**src/rtl/vga_pkg.sv**
```systemverilog
// Shared VGA text-box geometry, timing bundle and animation phase types.
package vga_pkg;

    localparam int unsigned CHAR_W = 8;
    localparam int unsigned CHAR_H = 16;
    localparam int unsigned GRID   = 16;
    localparam int unsigned RGB_W  = 12;
    localparam int unsigned HC_W   = 11;
    localparam int unsigned BOX_W  = GRID * CHAR_W;
    localparam int unsigned BOX_H  = GRID * CHAR_H;

    typedef struct packed {
        logic [HC_W-1:0] hcount;
        logic            hsync;
        logic            hblnk;
        logic [HC_W-1:0] vcount;
        logic            vsync;
        logic            vblnk;
    } vga_timing_t;

    localparam int unsigned TIMING_W = $bits(vga_timing_t);

    typedef enum logic [1:0] {
        PHASE_0,
        PHASE_1,
        PHASE_2,
        PHASE_3
    } anim_phase_t;

endpackage

```
**src/rtl/text_anim_ctl.sv**
```systemverilog
// Dot animation controller: counts vsync rising edges and steps the visible-dot phase.
module text_anim_ctl
    import vga_pkg::*;
#(
    parameter logic [1:0] DOT_NUM     = 2'd3,
    parameter logic [5:0] ANIM_FRAMES = 6'd30
) (
    input  logic       clk,
    input  logic       rst,
    input  logic       enable,
    input  logic       vsync_in,
    output logic [1:0] phase
);

    anim_phase_t state;
    logic [5:0]  frame_cnt;
    logic        vsync_prev;

    // Disabling the overlay restarts the animation and takes priority over a frame tick.
    always_ff @(posedge clk) begin
        if (rst) begin
            state      <= PHASE_0;
            frame_cnt  <= 6'd0;
            vsync_prev <= 1'b0;
        end else begin
            vsync_prev <= vsync_in;
            if (!enable) begin
                state     <= PHASE_0;
                frame_cnt <= 6'd0;
            end else if (vsync_in && !vsync_prev) begin
                if (frame_cnt == ANIM_FRAMES - 6'd1) begin
                    frame_cnt <= 6'd0;
                    state     <= (2'(state) == DOT_NUM) ? PHASE_0
                                                        : anim_phase_t'(2'(state) + 2'd1);
                end else begin
                    frame_cnt <= frame_cnt + 6'd1;
                end
            end
        end
    end

    assign phase = 2'(state);

endmodule

```
**src/rtl/text_box_seq.sv**
```systemverilog
// 16x16 character text-box overlay: char ROM and font ROM lookups aligned to a 4-cycle pipeline.
module text_box_seq
    import vga_pkg::*;
#(
    parameter logic [HC_W-1:0]  XPOS        = 11'd448,
    parameter logic [HC_W-1:0]  YPOS        = 11'd256,
    parameter logic [RGB_W-1:0] TEXT_RGB    = 12'hFFF,
    parameter logic [3:0]       DOT_COL     = 4'd7,
    parameter logic [1:0]       DOT_NUM     = 2'd3,
    parameter logic [5:0]       ANIM_FRAMES = 6'd30
) (
    input  logic             clk,
    input  logic             rst,
    input  logic             enable,
    input  logic [HC_W-1:0]  hcount_in,
    input  logic             hsync_in,
    input  logic             hblnk_in,
    input  logic [HC_W-1:0]  vcount_in,
    input  logic             vsync_in,
    input  logic             vblnk_in,
    input  logic [RGB_W-1:0] rgb_in,
    output logic [7:0]       char_xy,
    input  logic [6:0]       char_code_in,
    output logic [10:0]      font_addr,
    input  logic [7:0]       font_row_in,
    output logic [HC_W-1:0]  hcount_out,
    output logic             hsync_out,
    output logic             hblnk_out,
    output logic [HC_W-1:0]  vcount_out,
    output logic             vsync_out,
    output logic             vblnk_out,
    output logic [RGB_W-1:0] rgb_out
);

    localparam logic [HC_W-1:0] X_END = XPOS + HC_W'(BOX_W);
    localparam logic [HC_W-1:0] Y_END = YPOS + HC_W'(BOX_H);

    logic [1:0] phase;

    text_anim_ctl #(
        .DOT_NUM     (DOT_NUM),
        .ANIM_FRAMES (ANIM_FRAMES)
    ) u_anim (
        .clk      (clk),
        .rst      (rst),
        .enable   (enable),
        .vsync_in (vsync_in),
        .phase    (phase)
    );

    // Stage-1 address decode; only the low bits of the box-relative position matter.
    logic [6:0]          rel_x;
    logic [7:0]          rel_y;
    logic [3:0]          col, row, k;
    logic                in_box_c, dot_hide_c;
    logic [TIMING_W-1:0] tim_in;

    assign rel_x    = 7'(hcount_in - XPOS);
    assign rel_y    = 8'(vcount_in - YPOS);
    assign col      = rel_x[6:3];
    assign row      = rel_y[7:4];
    assign k        = col - DOT_COL;
    assign in_box_c = (hcount_in >= XPOS) && (hcount_in < X_END) &&
                      (vcount_in >= YPOS) && (vcount_in < Y_END);
    assign dot_hide_c = (row == 4'd0) && (col >= DOT_COL) &&
                        ({1'b0, col} < (5'(DOT_COL) + 5'(DOT_NUM))) &&
                        (k >= {2'b00, phase});
    assign tim_in   = {hcount_in, hsync_in, hblnk_in, vcount_in, vsync_in, vblnk_in};

    logic [3:0]       line_d1, line_d2;
    logic [2:0]       xoff_d1, xoff_d2, xoff_d3;
    logic             in_box_d1, in_box_d2, in_box_d3;
    logic             hide_d1, hide_d2, hide_d3;
    logic             en_d1, en_d2, en_d3;
    logic [RGB_W-1:0] rgb_d1, rgb_d2, rgb_d3;
    vga_timing_t      tim_d1, tim_d2, tim_d3, tim_d4;
    logic             pix;

    assign font_addr = {char_code_in, line_d2};
    assign pix       = font_row_in[3'd7 - xoff_d3];

    always_ff @(posedge clk) begin
        if (rst) begin
            char_xy   <= 8'h00;
            line_d1   <= 4'd0;  line_d2   <= 4'd0;
            xoff_d1   <= 3'd0;  xoff_d2   <= 3'd0;  xoff_d3   <= 3'd0;
            in_box_d1 <= 1'b0;  in_box_d2 <= 1'b0;  in_box_d3 <= 1'b0;
            hide_d1   <= 1'b0;  hide_d2   <= 1'b0;  hide_d3   <= 1'b0;
            en_d1     <= 1'b0;  en_d2     <= 1'b0;  en_d3     <= 1'b0;
            rgb_d1    <= '0;    rgb_d2    <= '0;    rgb_d3    <= '0;
            tim_d1    <= '0;    tim_d2    <= '0;    tim_d3    <= '0;
            tim_d4    <= '0;
            rgb_out   <= '0;
        end else begin
            char_xy   <= {row, col};
            line_d1   <= rel_y[3:0];
            xoff_d1   <= rel_x[2:0];
            in_box_d1 <= in_box_c;
            hide_d1   <= dot_hide_c;
            en_d1     <= enable;
            rgb_d1    <= rgb_in;
            tim_d1    <= vga_timing_t'(tim_in);

            line_d2   <= line_d1;
            xoff_d2   <= xoff_d1;   xoff_d3   <= xoff_d2;
            in_box_d2 <= in_box_d1; in_box_d3 <= in_box_d2;
            hide_d2   <= hide_d1;   hide_d3   <= hide_d2;
            en_d2     <= en_d1;     en_d3     <= en_d2;
            rgb_d2    <= rgb_d1;    rgb_d3    <= rgb_d2;
            tim_d2    <= tim_d1;    tim_d3    <= tim_d2;
            tim_d4    <= tim_d3;

            // Blanking forces black regardless of overlay state.
            if (tim_d3.hblnk || tim_d3.vblnk)
                rgb_out <= '0;
            else if (en_d3 && in_box_d3 && pix && !hide_d3)
                rgb_out <= TEXT_RGB;
            else
                rgb_out <= rgb_d3;
        end
    end

    assign hcount_out = tim_d4.hcount;
    assign hsync_out  = tim_d4.hsync;
    assign hblnk_out  = tim_d4.hblnk;
    assign vcount_out = tim_d4.vcount;
    assign vsync_out  = tim_d4.vsync;
    assign vblnk_out  = tim_d4.vblnk;

endmodule

```
**config.mk**
```make
export PLATFORM = sky130hd
export DESIGN_NAME = text_box_seq
export DESIGN_NICKNAME = d
export VERILOG_FILES = /design/src/rtl/vga_pkg.sv /design/src/rtl/text_anim_ctl.sv /design/src/rtl/text_box_seq.sv
export SDC_FILE = /design/constraint.sdc
export NUM_CORES = 1
export LEC_CHECK = 0
export CORE_UTILIZATION = 53
export CTS_BUF_LIST = sky130_fd_sc_hd__clkbuf_8 sky130_fd_sc_hd__clkbuf_16
export CTS_CLUSTER_SIZE = 14
export DETAILED_ROUTE_END_ITERATION = 8
export PLACE_DENSITY = 0.83
export SYNTH_ARGS = -nofsm -noshare
export SYNTH_HDL_FRONTEND = slang
export SYNTH_SLANG_ARGS = --single-unit
```
**constraint.sdc**
```tcl
create_clock -name clk -period 3.6 [get_ports clk]
set_clock_uncertainty 0.05 [all_clocks]
set_input_delay 0.36 -clock clk [delete_from_list [all_inputs] [get_ports clk]]
set_output_delay 0.36 -clock clk [all_outputs]
set_load 0.02 [all_outputs]
```
# Yosys cells after proc, flatten, opt, wreduce, memory -nomap -nowiden
# Index checks and enable logic that the tools add are counted.
# op_classes
n_addsub	6
n_mul	0
div	0
magnitude_cmp	8
n_eq_ne	2
shifts	0
n_mux	5
bitwise_logic	1
n_reduce_logical	17
# op_table
op	n
greater-or-equal comparator 11 x 9 -> 1 bit (second input constant)	2
< comparator 11 x 10 -> 1 bit (second input constant)	2
two-way mux 12 bit	1
logical AND 1 bit	10
subtractor 8 x 1 -> 8 bit (second input constant)	1
subtractor 7 bit (second input constant)	1
adder 6 x 1 -> 6 bit (second input constant)	1
== test 6 x 5 -> 1 bit (second input constant)	1
two-way mux 6 bit	1
greater-or-equal comparator 4 x 2 -> 1 bit	1
greater-or-equal comparator 4 x 3 -> 1 bit (second input constant)	1
zero test 4 bit	1
< comparator 3 x 4 -> 1 bit (second input constant)	1
< comparator 4 bit (second input constant)	1
OR reduction 2 bit	2
subtractor 4 x 3 -> 4 bit (second input constant)	1
binary-select mux 1 bit (select 3 bit)	1
subtractor 3 bit (first input constant)	1
adder 2 x 1 -> 2 bit (second input constant)	1
== test 2 bit (second input constant)	1
zero test 1 bit	2
two-way mux 2 bit	1
AND reduction 2 bit	1
logical OR 1 bit	1
2 further kinds	2
# word_totals
regBits	194
latch_bits	0
ramBits	0
romBits	0
in_bits	56
out_inout_bits	57
word_cells	84
n_memories	0

# Logic depth before layout (Yosys ltp)
# Gate-level depths: netlist (run 1).
# depth
word_depth	6
ltp_mapped	7
depth_no_buf	6

# Cells and area by module
# A second synthesis (run 1) with hierarchy kept.
# hier_totals
hier_cells	443
area_unflattened_um2	5212.5
# by_module_without_submodules
mod	n_inst	cells_each	area_each_um2	seq_area_each_um2
text_box_seq	1	395	4763.3	3243.1
text_anim_ctl	1	48	449.2	180.2

# Worst setup path before layout (run 1)
# OpenSTA, ideal clock, no wires.
# synth_path
path_kind	register -> register
startpoint	reg u_anim.frame_cnt[0]
endpoint	reg u_anim.state[0], in the netlist u_anim.phase[0]
setup_ns	0.126
arrival_ns	1.385
t_required_ns	3.424
path_slack_ns	2.039
stages_incl_launch_ff	7
path_buffers	1
synth_period_minus_slack_ns	1.561
cell_sequence	dfxtp_1 -> ha_1 -> and4b_1 -> clkbuf_1 -> nor2b_1 -> mux2i_1 -> nor2_1
# synth_between
elab_chain_cells	2
# synth_rtl
element	line_no	text
from (decl)	text_anim_ctl.sv:16	logic [5:0] frame_cnt;
from (signal assigned)	text_anim_ctl.sv:36	frame_cnt <= frame_cnt + 6'd1;
== test 6 x 5 -> 1 bit	text_anim_ctl.sv:31	if (frame_cnt == ANIM_FRAMES - 6'd1) begin
AND reduction 2 bit (no source line)	n/a	
to (signal assigned)	text_anim_ctl.sv:33	state <= (2'(state) == DOT_NUM) ? PHASE_0
to (decl)	text_anim_ctl.sv:15	anim_phase_t state;
# No other way between the ends.
# A chain may end at the register's enable or synchronous reset.

# Worst setup path in the final report (run 1)
# layout_path
startpoint	reg tim_d3[0] in the netlist's numbering
endpoint	reg rgb_out[11]
# layout_between
elab_chain_cells	2
# layout_rtl
element	line_no	text
from (decl)	text_box_seq.sv:76	vga_timing_t tim_d1, tim_d2, tim_d3, tim_d4;
from (signal assigned)	text_box_seq.sv:110	tim_d2 <= tim_d1; tim_d3 <= tim_d2;
logical OR 1 bit	text_box_seq.sv:114	if (tim_d3.hblnk || tim_d3.vblnk)
OR reduction 2 bit (no source line)	n/a	
to (signal assigned)	text_box_seq.sv:119	rgb_out <= rgb_d3;
to (decl)	text_box_seq.sv:32	output logic [RGB_W-1:0] rgb_out
# No other way between the ends.

==> flow_metrics.env, run 1 <==
export IMPL_track_usage_pct=16.90
export IMPL_vdd_ir_drop_max_uv=320.4
export IMPL_cts_buffers=17
export IMPL_crit_path_start_kind="flip-flop"
export IMPL_p_comb_share_pct=4.9
export IMPL_pwr_share_seq_pct=50.6
export IMPL_synth_edf_count=0
export IMPL_p_leak_uw=0.002649
export IMPL_vias=2943
export IMPL_synth_cell_types=33
export IMPL_synth_common_cells="170 x dfxtp_1, 148 x nor2b_1, 19 x clkbuf_1, 18 x buf_4, 11 x a21o_1"
export IMPL_crit_required_ns=4.01
export IMPL_max_stage_delay_ns=0.84
export IMPL_cts_hold_buf=0
export IMPL_async_flop_share_pct=0
export IMPL_period_share_pct=56.21
export IMPL_grt_pass1_vias=2911
export IMPL_wl_per_cell_um=11.75
export IMPL_holdWs_ns=0.2613
export IMPL_placed_area_um2=6033
export IMPL_regArea_um2=3403
export IMPL_yosysMostFrequentCell="dfxtp_1"
export IMPL_design_area_um2=6614
export IMPL_end_kind="flip-flop"
export IMPL_power_switching_uw=854.1
export IMPL_p_clk_share_pct=44.5
export IMPL_worstPathMaxFanout=12
export IMPL_syn_num_nets=494
export IMPL_p_sw_share_pct=22.08
export IMPL_grt_ovfl_total=0
export IMPL_netlist_area_um2=5096
export IMPL_layout_nets=575
export IMPL_vias_per_cell=4.493
export IMPL_cpLargestDelayFamily="compound AO/OA/AOI/OAI gates"
export IMPL_root_buffer="clkbuf_8"
export IMPL_die_w_um=100.1
export IMPL_path_buf_inv=1
export IMPL_numPortBuffers=98
export IMPL_rsz0062_at_grt="no"
export IMPL_synth_ff_type="dfxtp_1"
export IMPL_clockBufferDepth=2
export IMPL_max_freq_ghz=0.4942
export IMPL_htreeDepth=4
export IMPL_drv_cap=0
export IMPL_synthCells=432
export IMPL_finalMaxSlewViolations=0
export IMPL_initial_core_util_pct=54.89
export IMPL_outcome="finished clean"
export IMPL_fillers=664
export IMPL_cts_sinks=170
export IMPL_gp_congestion=0.7029
export IMPL_grt_max_degree=86
export IMPL_worst_path_max_delay_cell="a2111oi_2"
export IMPL_setup_viol=0
export IMPL_finalWirelength_mm=7.697
export IMPL_cts_tree="done"
export IMPL_worstPathArrival_ns=2.43
export IMPL_antenna_found_initial=0
export IMPL_fin_tns_setup_ns=0
export IMPL_yosys_warnings=0
export IMPL_drc_errors=0
export IMPL_n_antenna_cell=0
export IMPL_syn_area_per_cell_um2=11.80
export IMPL_ys_seq_area_share_pct=66.78
export IMPL_insertion_delay_ns=0.51
export IMPL_tightest_slew_ns=1.068
export IMPL_synth_top_area_cell="dfxtp_1"
export IMPL_finalHoldViolations=0
export IMPL_synth_area_leaders="dfxtp_1 67%, nor2b_1 18%, buf_4 2.7%"
export IMPL_relSlewSlack_pct=28.64
export IMPL_die_h_um=100.1
export IMPL_min_period_ns=2.024
export IMPL_hold_class="input port to flip-flop"
export IMPL_setup_worst_path_class="flip-flop to flip-flop"
export IMPL_drtPass1Iterations=4
export IMPL_place_hpwl_mm=4.980
export IMPL_cts_resized=0
export IMPL_grt_pass1_wl_mm=12.92
export IMPL_first_iter_violations=51
export IMPL_ys_ff_latch=170
export IMPL_path_cells="nor3_1 -> buf_4 -> nand4b_1 -> a2111oi_2 -> or2_1"
export IMPL_rows=35
export IMPL_post_cts_buffers=0
export IMPL_synth_top_area_share_pct=66.78
export IMPL_internal_power_uw=3014
export IMPL_power_density_nw_per_um2=584.9
export IMPL_multi_input_area_um2=1460
export IMPL_layout_drive_gt1_share_pct=7.414
export IMPL_clkTransAtPathRegs_ns=0.07
export IMPL_ant_nets=0
export IMPL_dieArea_um2=10010
export IMPL_io_pins=113
export IMPL_core_um2=9284
export IMPL_area_delta_synth_final_pct=29.78
[metrics by stage]
step	utilization [%]	setup WS (ns)	power, uW	cells
after global routing	71.24	1.371	4014	655
after CTS	71.24	1.551	3905	655
after floorplan	-	2.039	2108	432
after detailed placement	64.99	1.184	2188	623
after global placement	64.99	1.294	2181	623
final	71.24	1.576	3868	655
[placed cells by master (no fill, tap or decap), types with 6 or more instances in the layout]
cell type and n:
nor2b_1 148, clkbuf_16 16, dfxtp_1 170, a21oi_1 7, nor2_1 9, a21o_1 11
clkdlybuf4s50_1 97, inv_6 6, ha_1 6
[routing by layer]
metal / global-route usage (%) / routed length (um) / share of wire (%)
met1: 18.83 / 3235 / 42
met2: 29.76 / 3982 / 52
met3: 5.641 / 353 / 4.6
met4: 6.800 / 125 / 1.6
met5: 0 / 0 / 0
[flip-flops by register name, indices dropped and copies added, names as in the netlist, 2 cells and up]
signal and flops:
u_anim.frame_cnt 6, char_xy 7, vcount_out 11, rgb_d1 12, xoff_d1 2, rgb_out 12
tim_d3 24, line_d1 3, rgb_d3 12, rgb_d2 12, xoff_d2 2, line_d2 3
tim_d2 21, tim_d1 14, xoff_d3 2, u_anim.phase 2, hcount_out 11
[logic make-up after synthesis]
| group | Yosys count | synth area share [%] |
|---|---|---|
| AO/OA/AOI/OAI | 28 | 3.854 |
| adder cells (fa/ha/maj) | 6 | 1.473 |
| flip-flops | 170 | 66.78 |
| multiplexers | 5 | 1.326 |
| AND/OR/NAND/NOR | 181 | 22.00 |
| buffers and inverters | 42 | 4.567 |
[path summary, 6_finish.rpt]
check	startpoint	endpoint	slack [ns]	depth (start not counted)
hold reg to reg	rgb_d3[8]	rgb_out[8]	0.38	1
setup reg to reg	tim_d3[0]	rgb_out[11]	1.58	5
setup / recovery	tim_d3[0]	rgb_out[11]	1.58	5
hold / removal	rst	char_xy[3]	0.26	2
[area by class of cell]
class / count / area share, %
clock buffers: 18 / 6.470
clock inverters: 14 / 2.308
inverters: 4 / 0.2270
multi-input cells: 220 / 22.08
flip-flops and latches: 170 / 51.46
well taps: 129 / 2.440
repair buffers: 100 / 15.02
[power groups by stage]
stage          clock, uW  sequential (uW)  combinational (uW)
2_1_floorplan          0             2000                 104
3_3_place_gp           0             2000                 184
3_5_place_dp           0             2000                 189
4_1_cts             1760             1960                 191
5_1_grt             1850             1960                 205
6_report            1720             1960                 188
(Power assumes the default switching activity.)
==> inputs of run 2 (changes only) <==
- CORE_UTILIZATION: 53 -> 49
- PLACE_DENSITY: 0.83 -> 0.78
- clock period: 3.6 -> 2 ns (I/O delays scaled with it)
==> flow_metrics.env, run 2 (synthesized netlist as in run 1, its figures left out) <==
export IMPL_path_depth=4
export IMPL_startpoint="xoff_d3[1]"
export IMPL_min_period_ns=1.779
export IMPL_vias=2921
export IMPL_initial_core_util_pct=51.43
export IMPL_rows=36
export IMPL_rsz0062_at_grt="no"
export IMPL_cts_tree="done"
export IMPL_ant_nets=0
export IMPL_n_antenna_cell=0
export IMPL_met3_usage_pct=5.952
export IMPL_die_w_um=104.0
export IMPL_use_met2_pct=26.81
export IMPL_track_usage_pct=15.38
export IMPL_worstPathArrival_ns=2.13
export IMPL_top_usage_layer="met2"
export IMPL_htreeDepth=4
export IMPL_max_stage_delay_ns=0.67
export IMPL_worstPathMaxFanout=12
export IMPL_wl_per_cell_um=11.91
export IMPL_p_leak_uw=0.002681
export IMPL_drtPass1Iterations=6
export IMPL_first_iter_violations=66
export IMPL_path_cells="nor2b_1 -> a2111oi_0 -> a2111oi_4 -> or2_1"
export IMPL_crit_required_ns=2.35
export IMPL_cts_buffers=17
export IMPL_grt_max_degree=150
export IMPL_grt_ovfl_total=0
export IMPL_gp_congestion=0.7556
export IMPL_core_um2=9910
export IMPL_numPortBuffers=98
export IMPL_crit_path_start_kind="flip-flop"
export IMPL_ff2ff_setup_slack_ns=0.22
export IMPL_insertion_delay_ns=0.51
export IMPL_period_share_pct=88.93
export IMPL_setup_worst_path_class="flip-flop to flip-flop"
export IMPL_power_density_nw_per_um2=1072
export IMPL_final_cell_mix="170 x dfxtp_1, 148 x nor2b_1, 97 x clkdlybuf4s50_1"
export IMPL_top_regs="tim_d3: 24 flops, tim_d2: 21 flops, tim_d1: 14 flops"
export IMPL_hold_class="input port to flip-flop"
export IMPL_holdWs_ns=0.1850
export IMPL_regMostFlops="tim_d3"
export IMPL_grt_pass1_wl_mm=12.79
export IMPL_end_kind="flip-flop"
export IMPL_outcome="finished clean"
export IMPL_path_buf_inv=0
export IMPL_cts_sinks=170
export IMPL_die_h_um=104.0
export IMPL_drv_cap=0
export IMPL_cpLargestDelayFamily="compound AO/OA/AOI/OAI gates"
export IMPL_io_pins=113
export IMPL_fin_tns_setup_ns=0
export IMPL_worst_path_max_delay_cell="a2111oi_0"
export IMPL_root_buffer="clkbuf_8"
export IMPL_antenna_found_initial=0
export IMPL_clockBufferDepth=2
export IMPL_relSlewSlack_pct=48.00
export IMPL_r2r_end="rgb_out[11]"
export IMPL_finalHoldViolations=0
export IMPL_r2r_start="xoff_d3[1]"
export IMPL_tightest_slew_ns=0.7604
export IMPL_max_freq_ghz=0.5622
export IMPL_layout_nets=576
export IMPL_place_hpwl_mm=5.091
export IMPL_finalMaxSlewViolations=0
export IMPL_area_delta_synth_final_pct=31.30
export IMPL_finalWirelength_mm=7.862
export IMPL_largest_reg_flops=24
export IMPL_r2r_cells=4
export IMPL_grt_pass1_vias=2738
export IMPL_vdd_ir_drop_max_uv=590.7
export IMPL_fillers=742
export IMPL_dieArea_um2=10810
export IMPL_setup_viol=0
export IMPL_worstSetupEndpoint="rgb_out[11]"
export IMPL_drc_errors=0
export IMPL_vias_per_cell=4.426
export IMPL_final_common_cell="dfxtp_1"
export IMPL_globalRouteMet1Util_pct=16.70
export IMPL_layout_drive_gt1_share_pct=7.400
export IMPL_clkTransAtPathRegs_ns=0.07
[run 2: cell count changes in the layout (fill, tap and decap cells not counted), sizes merged]
| cell | previous run | this run |
|---|---|---|
| inv | 12 | 7 |
| clkinv | 2 | 4 |
| clkinvlp | 3 | 2 |
| bufinv | 1 | 3 |
| clkbuf | 18 | 20 |
| dlygate4sd3 | 0 | 1 |
[run 2: worst reg2reg max path: stages (launching register included)]
cell	delay [ns]
dfxtp_1	0.41
nor2b_1	0.08
a2111oi_0	0.67
a2111oi_4	0.19
or2_1	0.27
[run 2: timing repair]
| item | 4_1_cts | 5_1_grt |
|---|---|---|
| endpoints found under the setup margin | 10 | 0 |
| endpoints found under the hold margin | 1 | 0 |
| buffers inserted | 0 | 0 |
| hold buffers | 1 | 0 |
| resized for setup | 1 | 0 |
[run 2: final cells by class]
class	count	area [um2]	area share [%]
Multi-Input combinational cell	220	1473	22.01
Clock inverter	12	162.7	2.431
Clock buffer	20	455.4	6.806
Timing Repair Buffer	101	1016	15.18
Tap cell	133	166.4	2.487
Inverter	4	15.01	0.2244
Sequential cell	170	3403	50.86
[run 2: per-layer routing]
metal	wire length (um)	vias to the layer above
li1	-	1520
met1	3387	1324
met2	4082	72
met3	333	5
met4	59	0
met5	0	-
[run 2: report_power, final]
part	switching (uW)	leakage (uW)	internal, uW
clock	1290	0.000298	2020
sequential	28.5	0.00139	3490
combinational	146	0.000991	199
[run 2: how the worst min path moves through the flow]
| stage | start | to | slack, ns | cells after the start |
|---|---|---|---|---|
| 3_5_place_dp | char_code_in[6] | font_addr[10] | 0.35 | 0 |
| 5_1_grt | rgb_in[8] | rgb_d1[8] | 0.16 | 2 |
| 3_3_place_gp | char_code_in[6] | font_addr[10] | 0.35 | 0 |
| 4_1_cts | rgb_in[11] | rgb_d1[11] | 0.15 | 2 |
| 2_1_floorplan | hcount_in[6] | char_xy[3] | 0.22 | 1 |
| 6_report | rgb_in[11] | rgb_d1[11] | 0.19 | 2 |
[run 2: through the flow]
| step | area [um2] | setup WS [ns] | std cells | utilization (%) | total power, uW |
|---|---|---|---|---|---|
| floorplan | 5096 | 0.4393 | 432 | - | 3795 |
| global placement | 6051 | -0.1915 | 627 | 61.06 | 3932 |
| detailed placement | 6051 | -0.2496 | 627 | 61.06 | 3943 |
| CTS | 6691 | 0.2071 | 660 | 67.53 | 7254 |
| global route | 6691 | 0.02461 | 660 | 67.53 | 7429 |
| finish | 6691 | 0.2214 | 660 | 67.53 | 7174 |
